--- config.mk ---
export PLATFORM = sky130hd
export DESIGN_NAME = datapath_sequencer_flat
export DESIGN_NICKNAME = d
export VERILOG_FILES = /design/src/rtl/datapath_sequencer_pkg.sv /design/src/rtl/datapath_sequencer_if.sv /design/src/rtl/datapath_sequencer_instr_field_decode.sv /design/src/rtl/datapath_sequencer.sv /design/src/flat_wrapper.sv
export SDC_FILE = /design/constraint.sdc
export NUM_CORES = 1
export LEC_CHECK = 0
export ABC_AREA = 1
export BUFFER_PORTS_ARGS = -buffer_cell sky130_fd_sc_hd__buf_2
export CAP_MARGIN = 20
export CORE_MARGIN = 3
export CORE_UTILIZATION = 39
export DETAILED_ROUTE_END_ITERATION = 10
export MAX_ROUTING_LAYER = met4
export PLACE_DENSITY = 0.7
export SYNTH_ARGS = -nofsm -noshare
export SYNTH_HDL_FRONTEND = slang
export SYNTH_SLANG_ARGS = --single-unit
--- constraint.sdc ---
create_clock -name clk -period 3.3 [get_ports clk]
set_input_delay 0.33 -clock clk [delete_from_list [all_inputs] [get_ports clk]]
set_output_delay 0.33 -clock clk [all_outputs]
set_load 0.01 [all_outputs]
--- src/rtl/datapath_sequencer_pkg.sv ---
// -----------------------------------------------------------------------------
// datapath_sequencer_pkg
// Shared definitions for the instruction sequencer:
//   - state_e       : sequencer FSM states
//   - OP_* / EXT_*  : opcode / opext values the sequencer itself acts on
//   - *_LSB/FIELD_W : bit positions of the 4-bit instruction fields
//   - is_no_writeback() : true for instructions that never write a register
// -----------------------------------------------------------------------------
package datapath_sequencer_pkg;

  typedef enum logic [1:0] {
    ST_FETCH     = 2'd0,
    ST_DECODE    = 2'd1,
    ST_EXECUTE   = 2'd2,
    ST_WRITEBACK = 2'd3
  } state_e;

  localparam logic [3:0] OP_RTYPE = 4'h0;
  localparam logic [3:0] OP_NOP   = 4'h4;
  localparam logic [3:0] OP_CMPI  = 4'hB;
  localparam logic [3:0] EXT_CMP  = 4'hB;

  // Instruction word: [15:12] opcode, [11:8] Rdest, [7:4] opext/imm_hi, [3:0] Rsrc/imm_lo
  localparam int FIELD_W = 4;
  localparam int OPC_LSB = 12;
  localparam int RD_LSB  = 8;
  localparam int EXT_LSB = 4;
  localparam int RS_LSB  = 0;

  // Compares only update flags (or do nothing), so they skip WRITEBACK.
  function automatic logic is_no_writeback(input logic [3:0] op, input logic [3:0] ext);
    logic res;
    res = 1'b0;
    if (op == OP_RTYPE && ext == EXT_CMP) begin
      res = 1'b1;
    end else if (op == OP_CMPI || op == OP_NOP) begin
      res = 1'b1;
    end else begin
      res = 1'b0;
    end
    return res;
  endfunction

endpackage

--- src/rtl/datapath_sequencer_if.sv ---
// -----------------------------------------------------------------------------
// datapath_sequencer_if
// Bundle of the instruction handshake and regfile/ALU signals of the sequencer.
//   master : the sequencer (drives instr_ready, addresses, operands, write-back)
//   slave  : instruction source + regfile/ALU datapath
// Signals: instr_valid/instr/instr_ready, rd1/rd2/alu_result, opcode/opext,
//          ra1/ra2/wa, regwrite/wd, Rdest/Rsrc, busy.
// -----------------------------------------------------------------------------
interface datapath_sequencer_if #(
  parameter int WIDTH   = 16,
  parameter int REGBITS = 4
);
  logic               instr_valid;
  logic [15:0]        instr;
  logic               instr_ready;
  logic [WIDTH-1:0]   rd1;
  logic [WIDTH-1:0]   rd2;
  logic [WIDTH-1:0]   alu_result;
  logic [3:0]         opcode;
  logic [3:0]         opext;
  logic [REGBITS-1:0] ra1;
  logic [REGBITS-1:0] ra2;
  logic [REGBITS-1:0] wa;
  logic               regwrite;
  logic [WIDTH-1:0]   wd;
  logic [WIDTH-1:0]   Rdest;
  logic [WIDTH-1:0]   Rsrc;
  logic               busy;

  modport master (
    input  instr_valid, instr, rd1, rd2, alu_result,
    output instr_ready, opcode, opext, ra1, ra2, wa, regwrite, wd, Rdest, Rsrc, busy
  );

  modport slave (
    output instr_valid, instr, rd1, rd2, alu_result,
    input  instr_ready, opcode, opext, ra1, ra2, wa, regwrite, wd, Rdest, Rsrc, busy
  );
endinterface

--- src/rtl/datapath_sequencer_instr_field_decode.sv ---
// -----------------------------------------------------------------------------
// instr_field_decode
// Combinational split of the latched instruction word.
//   ir_i        : instruction register
//   opcode_o    : [15:12]            rdest_o : [11:8]
//   opext_o     : [7:4]              rsrc_o  : [3:0]
//   imm_sext_o  : [7:0] sign-extended to WIDTH
//   is_rtype_o  : opcode is register-register
//   no_wb_o     : instruction skips WRITEBACK (CMP, CMPI, NOP)
// -----------------------------------------------------------------------------
module instr_field_decode
  import datapath_sequencer_pkg::*;
#(
  parameter int WIDTH = 16
) (
  input  logic [15:0]      ir_i,
  output logic [3:0]       opcode_o,
  output logic [3:0]       rdest_o,
  output logic [3:0]       opext_o,
  output logic [3:0]       rsrc_o,
  output logic [WIDTH-1:0] imm_sext_o,
  output logic             is_rtype_o,
  output logic             no_wb_o
);
  logic [7:0] imm8_s;

  assign opcode_o   = ir_i[OPC_LSB +: FIELD_W];
  assign rdest_o    = ir_i[RD_LSB  +: FIELD_W];
  assign opext_o    = ir_i[EXT_LSB +: FIELD_W];
  assign rsrc_o     = ir_i[RS_LSB  +: FIELD_W];
  // I-type immediate reuses the opext and Rsrc nibbles.
  assign imm8_s     = {opext_o, rsrc_o};
  assign imm_sext_o = {{(WIDTH-8){imm8_s[7]}}, imm8_s};
  assign is_rtype_o = (opcode_o == OP_RTYPE);
  assign no_wb_o    = is_no_writeback(opcode_o, opext_o);
endmodule

--- src/rtl/datapath_sequencer.sv ---
// -----------------------------------------------------------------------------
// datapath_sequencer
// Multicycle FETCH/DECODE/EXECUTE/WRITEBACK sequencer for the 16-bit
// regfile/ALU datapath. One instruction in flight; no overlap.
// Ports:
//   clk    : rising-edge clock
//   reset  : asynchronous active-low reset
//   bus    : datapath_sequencer_if.master (handshake, regfile, ALU signals)
//   retired: retired-instruction counter, present only when
//            DATAPATH_SEQUENCER_RETIRE_COUNT_EN is defined
// REGBITS must be 4: the register fields in the instruction are fixed 4-bit.
// -----------------------------------------------------------------------------
module datapath_sequencer
  import datapath_sequencer_pkg::*;
#(
  parameter int WIDTH   = 16,
  parameter int REGBITS = 4
) (
  input  logic clk,
  input  logic reset,
  datapath_sequencer_if.master bus
`ifdef DATAPATH_SEQUENCER_RETIRE_COUNT_EN
  ,
  output logic [15:0] retired
`endif
);
  state_e           state_q;
  logic [15:0]      ir_q;
  logic [WIDTH-1:0] rdest_q;
  logic [WIDTH-1:0] rsrc_q;
  logic [WIDTH-1:0] wd_q;
  logic             regwrite_q;
  logic             busy_q;
  logic             ready_q;

  logic [3:0]       dec_opcode_s;
  logic [3:0]       dec_rdest_s;
  logic [3:0]       dec_opext_s;
  logic [3:0]       dec_rsrc_s;
  logic [WIDTH-1:0] dec_imm_s;
  logic             dec_is_rtype_s;
  logic             dec_no_wb_s;

  instr_field_decode #(.WIDTH(WIDTH)) u_decode (
    .ir_i       (ir_q),
    .opcode_o   (dec_opcode_s),
    .rdest_o    (dec_rdest_s),
    .opext_o    (dec_opext_s),
    .rsrc_o     (dec_rsrc_s),
    .imm_sext_o (dec_imm_s),
    .is_rtype_o (dec_is_rtype_s),
    .no_wb_o    (dec_no_wb_s)
  );

  // Sequencer FSM with registered outputs; ready_q is 1 in reset so FETCH
  // can accept in the very first cycle, the pin gating below hides it meanwhile.
  always_ff @(posedge clk or negedge reset) begin
    if (!reset) begin
      state_q    <= ST_FETCH;
      ir_q       <= 16'h0000;
      rdest_q    <= '0;
      rsrc_q     <= '0;
      wd_q       <= '0;
      regwrite_q <= 1'b0;
      busy_q     <= 1'b0;
      ready_q    <= 1'b1;
    end else begin
      case (state_q)
        ST_FETCH: begin
          if (bus.instr_valid && ready_q) begin
            ir_q    <= bus.instr;
            busy_q  <= 1'b1;
            ready_q <= 1'b0;
            state_q <= ST_DECODE;
          end else begin
            state_q <= ST_FETCH;
          end
        end
        ST_DECODE: begin
          rdest_q <= bus.rd1;
          rsrc_q  <= dec_is_rtype_s ? bus.rd2 : dec_imm_s;
          state_q <= ST_EXECUTE;
        end
        ST_EXECUTE: begin
          wd_q <= bus.alu_result;
          if (dec_no_wb_s) begin
            busy_q  <= 1'b0;
            ready_q <= 1'b1;
            state_q <= ST_FETCH;
          end else begin
            regwrite_q <= 1'b1;
            state_q    <= ST_WRITEBACK;
          end
        end
        ST_WRITEBACK: begin
          regwrite_q <= 1'b0;
          busy_q     <= 1'b0;
          ready_q    <= 1'b1;
          state_q    <= ST_FETCH;
        end
        default: begin
          regwrite_q <= 1'b0;
          busy_q     <= 1'b0;
          ready_q    <= 1'b1;
          state_q    <= ST_FETCH;
        end
      endcase
    end
  end

  // Addresses and ALU control come straight from the instruction register,
  // so they only change on an accepted handshake.
  assign bus.instr_ready = ready_q & reset;
  assign bus.busy        = busy_q;
  assign bus.opcode      = dec_opcode_s;
  assign bus.opext       = dec_opext_s;
  assign bus.ra1         = dec_rdest_s;
  assign bus.ra2         = dec_rsrc_s;
  assign bus.wa          = dec_rdest_s;
  assign bus.regwrite    = regwrite_q;
  assign bus.wd          = wd_q;
  assign bus.Rdest       = rdest_q;
  assign bus.Rsrc        = rsrc_q;

`ifdef DATAPATH_SEQUENCER_RETIRE_COUNT_EN
  logic        retire_s;
  logic [15:0] retired_q;
  logic [15:0] retired_d;

  // An instruction retires when it leaves WRITEBACK, or EXECUTE if it has no write-back.
  always_comb begin
    retire_s = 1'b0;
    if (state_q == ST_WRITEBACK) begin
      retire_s = 1'b1;
    end else if (state_q == ST_EXECUTE && dec_no_wb_s) begin
      retire_s = 1'b1;
    end else begin
      retire_s = 1'b0;
    end
    retired_d = retire_s ? (retired_q + 16'd1) : retired_q;
  end

  // Retired-instruction counter, wraps naturally at 16 bits.
  always_ff @(posedge clk or negedge reset) begin
    if (!reset) begin
      retired_q <= 16'h0000;
    end else begin
      retired_q <= retired_d;
    end
  end

  assign retired = retired_q;
`endif

endmodule

--- src/flat_wrapper.sv ---
// flat-port wrapper written by rule: the top's interface ports become plain ports
module datapath_sequencer_flat import datapath_sequencer_pkg::*;
#(
  parameter int WIDTH   = 16,
  parameter int REGBITS = 4
)
  (clk, reset, bus_instr_valid, bus_instr, bus_rd1, bus_rd2, bus_alu_result, bus_instr_ready, bus_opcode, bus_opext, bus_ra1, bus_ra2, bus_wa, bus_regwrite, bus_wd, bus_Rdest, bus_Rsrc, bus_busy);
  datapath_sequencer_if #(.WIDTH(WIDTH), .REGBITS(REGBITS)) bus_i ();
  input  logic clk;
  input  logic reset;
  input wire logic [$bits(bus_i.instr_valid)-1:0] bus_instr_valid;
  input wire logic [$bits(bus_i.instr)-1:0] bus_instr;
  input wire logic [$bits(bus_i.rd1)-1:0] bus_rd1;
  input wire logic [$bits(bus_i.rd2)-1:0] bus_rd2;
  input wire logic [$bits(bus_i.alu_result)-1:0] bus_alu_result;
  output wire logic [$bits(bus_i.instr_ready)-1:0] bus_instr_ready;
  output wire logic [$bits(bus_i.opcode)-1:0] bus_opcode;
  output wire logic [$bits(bus_i.opext)-1:0] bus_opext;
  output wire logic [$bits(bus_i.ra1)-1:0] bus_ra1;
  output wire logic [$bits(bus_i.ra2)-1:0] bus_ra2;
  output wire logic [$bits(bus_i.wa)-1:0] bus_wa;
  output wire logic [$bits(bus_i.regwrite)-1:0] bus_regwrite;
  output wire logic [$bits(bus_i.wd)-1:0] bus_wd;
  output wire logic [$bits(bus_i.Rdest)-1:0] bus_Rdest;
  output wire logic [$bits(bus_i.Rsrc)-1:0] bus_Rsrc;
  output wire logic [$bits(bus_i.busy)-1:0] bus_busy;
  assign bus_i.instr_valid = bus_instr_valid;
  assign bus_i.instr = bus_instr;
  assign bus_i.rd1 = bus_rd1;
  assign bus_i.rd2 = bus_rd2;
  assign bus_i.alu_result = bus_alu_result;
  assign bus_instr_ready = bus_i.instr_ready;
  assign bus_opcode = bus_i.opcode;
  assign bus_opext = bus_i.opext;
  assign bus_ra1 = bus_i.ra1;
  assign bus_ra2 = bus_i.ra2;
  assign bus_wa = bus_i.wa;
  assign bus_regwrite = bus_i.regwrite;
  assign bus_wd = bus_i.wd;
  assign bus_Rdest = bus_i.Rdest;
  assign bus_Rsrc = bus_i.Rsrc;
  assign bus_busy = bus_i.busy;
  datapath_sequencer #(.WIDTH(WIDTH), .REGBITS(REGBITS)) u_core (.clk(clk), .reset(reset), .bus(bus_i));
endmodule
# Word-level counts from Yosys, hierarchy flattened
# Index checks and enable logic that the tools add are counted.
[op_classes] eq_ne=9 n_mux=14 bitwise_logic=1 reduce_logical=10
[op_table] cell="$mux W16" n=1
[op_table] cell="$eq A4 B4 Y1 const B" n=2
[op_table] cell="$mux W1" n=8
[op_table] cell="$pmux W2 S4" n=1
[op_table] cell="$pmux W1 S3" n=2
[op_table] cell="$eq A2 B2 Y1 const B" n=2
[op_table] cell="$eq A4 B3 Y1 const B" n=1
[op_table] cell="$logic_not A4 Y1" n=1
[op_table] cell="$ne A2 B1 Y1 const B" n=2
[op_table] cell="$reduce_and A2 Y1" n=2
[op_table] cell="$reduce_and A3 Y1" n=1
[op_table] cell="$reduce_bool A3 Y1" n=1
[op_table] cell="$eq A2 B1 Y1 const B" n=1
[op_table] cell="$logic_and A1 B1 Y1" n=2
[op_table] cell="$logic_not A2 Y1" n=1
[op_table] cell="$mux W2" n=1
[op_table] cell="$ne A2 B2 Y1 const B" n=1
[op_table] cell="$pmux W1 S2" n=1
[op_table] cell="$reduce_bool A2 Y1" n=1
[op_table] cell="$and A1 B1 Y1" n=1
[op_table] cell="$logic_or A1 B1 Y1" n=1
[totals] reg_bits=69 inputBits=67 out_inout_bits=71 word_cells=42

# Logic depth before layout (Yosys ltp)
[depth] depth_word=6 depth_mapped=8 ltp_nobuf=8

# Modules after synthesis
# A second synthesis with hierarchy kept.
[hier_totals] cells_unflattened=371 area_unflattened_um2=3335.7
[by_module_without_submodules] mod="datapath_sequencer" n_inst=1 cells_per_inst=320 area_per_inst_um2=3019.1 seq_area_each_um2=1727.9
[by_module_without_submodules] mod="instr_field_decode" n_inst=1 cells_per_inst=51 area_per_inst_um2=316.6 seq_area_each_um2=0.0

# Least setup slack after synthesis
# No wires, ideal clock.
[synth_timing] kind="register -> register" startpoint="register u_core.ir_q[12]" endpoint="register u_core.busy_q (netlist: u_core.bus.busy)" arrival_ns=1.149 slack_ns=2.031 stages_incl_launch_ff=9 path_buffers=0 period_less_slack_ns=1.269 cell_sequence="dfrtp_1 -> inv_1 -> nand2_1 -> nor2_4 -> nand2_1 -> nand3_1 -> nand3_1 -> nand2_1 -> nand2_1"
[synth_via] elab_chain_cells=6
[synth_rtl] item="start, declared" line="datapath_sequencer.sv:28" text="logic [15:0] ir_q;"
[synth_rtl] item="start signal, assigned" line="datapath_sequencer.sv:71" text="ir_q <= bus.instr;"
[synth_rtl] item="$eq A4 B4 Y1 or $eq A4 B3 Y1 (tied branches)" line="datapath_sequencer_pkg.sv:36" text="end else if (op == OP_CMPI || op == OP_NOP) begin"
[synth_rtl] item="$logic_or A1 B1 Y1" line="datapath_sequencer_pkg.sv:36"
[synth_rtl] item="$mux W1" line="datapath_sequencer_pkg.sv:36"
[synth_rtl] item="$mux W1 (*)" line="datapath_sequencer_pkg.sv:34" text="if (op == OP_RTYPE && ext == EXT_CMP) begin"
[synth_rtl] item="$ne A2 B1 Y1 (no line) (*)"
[synth_rtl] item="$reduce_and A3 Y1 (no line) (*)"
[synth_rtl] item="end signal, assigned" line="datapath_sequencer.sv:65" text="busy_q <= 1'b0;"
[synth_rtl] item="end signal, assigned" line="datapath_sequencer.sv:72" text="busy_q <= 1'b1;"
[synth_rtl] item="end signal, assigned" line="datapath_sequencer.sv:87" text="busy_q <= 1'b0;"
[synth_rtl] item="end, declared" line="datapath_sequencer.sv:33" text="logic busy_q;"
# Every way passes the cells marked *; elsewhere a longest branch is shown, timed or not.
# A chain may end at the register's enable or synchronous reset.

# Worst setup path in the final report
[layout_timing] startpoint="register u_core.state_q[1]" endpoint="register u_core.ir_q[5]"
[layout_via] elab_chain_cells=2
[layout_rtl] item="start, declared" line="datapath_sequencer.sv:27" text="state_e state_q;"
[layout_rtl] item="start signal, assigned" line="datapath_sequencer.sv:59" text="state_q <= ST_FETCH;"
[layout_rtl] item="start signal, assigned" line="datapath_sequencer.sv:74" text="state_q <= ST_DECODE;"
[layout_rtl] item="start signal, assigned" line="datapath_sequencer.sv:76" text="state_q <= ST_FETCH;"
[layout_rtl] item="$logic_not A2 Y1" line="datapath_sequencer.sv:68" text="case (state_q)"
[layout_rtl] item="$reduce_and A2 Y1 (no line)"
# No other way between the ends.

==> metrics <==
RePlAce Congestion=between 0.7 and 0.8; slowest cell on the critical path=mux2_4; Tmin final=approximately 1.6 ns; clk slew on worst S/H paths=0.07 ns; Async SR Flop Fraction=1.000; CTS Sinks=69; CP Data Required Time=around 3.5 ns; Comb pwr share=0.425; Post-Syn Instances=around 260; Worst VDD drop=0.0003899 V; Inserted Clock Buffers=9; setup bufs post-CTS=0; first-pass detailed-route iteration total=4; HP Class=in -> reg; first-pass GRT wire length=about 11000 um; register area=~0.0017 sq mm; Reg2Reg Depth=3; routed len/inst=~13 um; RSZ-0062 raised after global routing=false; total number of vias=between 2k and 2.5k; Final setup viols=0; Syn Nets=~330; Syn. warnings=0; Crit Path Max Fanout=23; number of I/O pins=~140; nets=465; Overall Global Routing Usage=0.1718; hold endpoint=u_core.bus.Rdest[8]; Psw=1.373 mW; # hold bufs at CTS=0; initial DRC count=70; worst hold path cell count=3; hold_sp=bus_rd1[8]; Finished Layout Cells=a little under 500; cell area after synthesis=around 0.0028 sq mm; Final HPWL DP=~4800 um; synth unique cells=22; port buffer count=137; Final Cycle Share=0.4958; Worst Clk Skew=approximately 0.0063 ns; Max Cap Violations=0; CP arrival=around 1.8 ns; number of synthesized flops with an enable pin=0; Slew @ Worst Pin=between 0.8 and 0.9 ns; Cell Int Power=around 2.3 mW; antenna violations before repair=0; Syn-to-layout area delta=32.20%; total core area=roughly 0.0069 sq mm; final wirelength=about 6500 um; post-synth top area cell=dfrtp_1; Top FF cell, synth=dfrtp_1; final number of max-transition violations=0; post-synth top area share=0.6082; DRC violations left=0; P per Cell Area=about 1000 mW/mm^2; FILL cells=670; number of vias per cell=4.620; critical path endpoint category=register; register area share after synthesis=0.6176; top cells by area, synth=dfrtp_1, nand2_1, mux2_2; Die W=about 90 um; multi-input logic area=944.7 sq um; status=finished clean; vias in the first global route=roughly 2.4k; Clk pwr share=0.158; CTS Root Cell=clkbuf_8; Clk Latency, worst-skew pair=between 0.3 and 0.4 ns; leakage=1.971 nW; Antenna Cells=0; Net Sw Frac=0.3746; # resized after CTS=0; Antenna Nets Post-Route=0; CTS tree=done; Initial Util=0.4073; clock buffer depth=2; FF-to-FF Start=u_core.state_q[1]; Die Area=between 0.008 and 0.009 sq mm; H-tree levels=3; layout cell share with drive strength beyond 1=0.4713; hold violation count in the final report=0; Die Ht=slightly above 90 um; largest net degree at the start of global routing=70; Synth top cells by count=nand2_1, dfrtp_1, nor2_1; # rows=30; Crit Path Category=reg -> reg; Max Fclk=~610 MHz; reg-to-reg critical path endpoint=u_core.ir_q[5]; DP Cell Count=roughly 480; total grt overflow=0; flops & latches, synth=69; Reg2Reg Setup Slack=approximately 1.7 ns; CP cell instances=nor2_2 -> nand3_2 -> mux2_4; crit path launch type=register; Max stage delay on crit path=0.48 ns; Sequential Power Share=0.417; final setup TNS=0 ns; Slew headroom=0.4388; Syn Area/Cell=about 11 sq um; most numerous cell in the Yosys netlist=nand2_1
-- cells by family (layout without fill, tap and decap cells) --
logic type | Yosys count | count (layout) | synth area share
simple gates | 112 | 112 | 0.1597
flops | 69 | 69 | 0.6176
compound gates | 30 | 30 | 0.05859
mux | 27 | 27 | 0.1194
buf+inv | 23 | 163 | 0.04472
-- critical path, delay by kind of cell (launching register included) --
kind / cells / cell delay, ns
flip-flops: 1 / 0.43
multiplexers: 1 / 0.48
AND/OR/NAND/NOR: 2 / 0.60
-- power by group through the flow --
stage	logic [mW]	clock network [mW]	registers (mW)
final	1.56	0.581	1.53
after global routing	1.74	0.640	1.59
after CTS	1.59	0.604	1.53
after detailed placement	1.59	0	1.55
after global placement	1.55	0	1.53
after floorplan	0.798	0	1.72
-- layout by cell type, fill, tap and decap left out, types with 5 or more instances in the layout --
| master | synthesis | layout |
|---|---|---|
| inv_1 | 7 | 7 |
| buf_2 | 7 | 136 |
| mux2_2 | 19 | 19 |
| nor2_1 | 24 | 24 |
| o21ai_1 | 5 | 5 |
| dfrtp_1 | 68 | 68 |
| mux2_4 | 8 | 8 |
| clkbuf_8 | 0 | 11 |
| o21ai_0 | 9 | 9 |
| nand2_1 | 80 | 80 |
| a21oi_1 | 14 | 14 |
-- per-stage QoR --
| step | power, mW | worst slack (ns) | cell area, sq um | hold WS (ns) | utilization |
|---|---|---|---|---|---|
| after global routing | 3.969 | 1.452 | 3699 | 0.1958 | 0.5384 |
| after CTS | 3.728 | 1.629 | 3699 | 0.1824 | 0.5384 |
| after global placement | 3.077 | 1.689 | 3533 | 0.4494 | 0.5144 |
| final | 3.666 | 1.664 | 3699 | 0.1958 | 0.5384 |
| after detailed placement | 3.137 | 1.646 | 3533 | 0.4541 | 0.5144 |
| after floorplan | 2.517 | 2.031 | 2798 | 0.03441 | - |
-- state kept, by name, summed over array words and instances, names as in the netlist --
register and count:
u_core.bus.busy 1, u_core.bus.regwrite 1, u_core.bus.Rdest 16, u_core.ir_q 16
u_core.bus.Rsrc 16, u_core.ready_q 1, u_core.state_q 2, u_core.bus.wd 16
-- area by class of cell --
type | count | share of cell area
Clock buffer | 12 | 0.04195
Clock inverter | 2 | 0.002706
Inverter | 10 | 0.01015
Multi-Input combinational cell | 169 | 0.2554
Sequential cell | 69 | 0.4672
Tap cell | 96 | 0.03248
Timing Repair Buffer | 139 | 0.1901
-- layer usage --
| layer | wire (um) | up-vias | global-route usage |
|---|---|---|---|
| met5 | 0 | - | - |
| met4 | 92 | 0 | 0.06633 |
| met3 | 463 | 8 | 0.03583 |
| met2 | 3113 | 87 | 0.2755 |
| met1 | 2874 | 1090 | 0.2138 |
| li1 | - | 1111 | - |
-- how the worst max path moves through the flow --
stage / startpoint / endpoint / slack, ns / cells past startpoint
floorplan: u_core.ir_q[12] / u_core.bus.busy / 2.03 / 8
global placement: u_core.ir_q[12] / u_core.bus.Rsrc[11] / 1.69 / 6
detailed placement: u_core.ir_q[12] / u_core.bus.Rsrc[13] / 1.65 / 6
CTS: u_core.state_q[1] / u_core.ir_q[5] / 1.63 / 3
global route: u_core.ir_q[14] / u_core.bus.Rsrc[7] / 1.45 / 6
finish: u_core.state_q[1] / u_core.ir_q[5] / 1.66 / 3
Note: power is estimated with default switching activity, not from simulation.
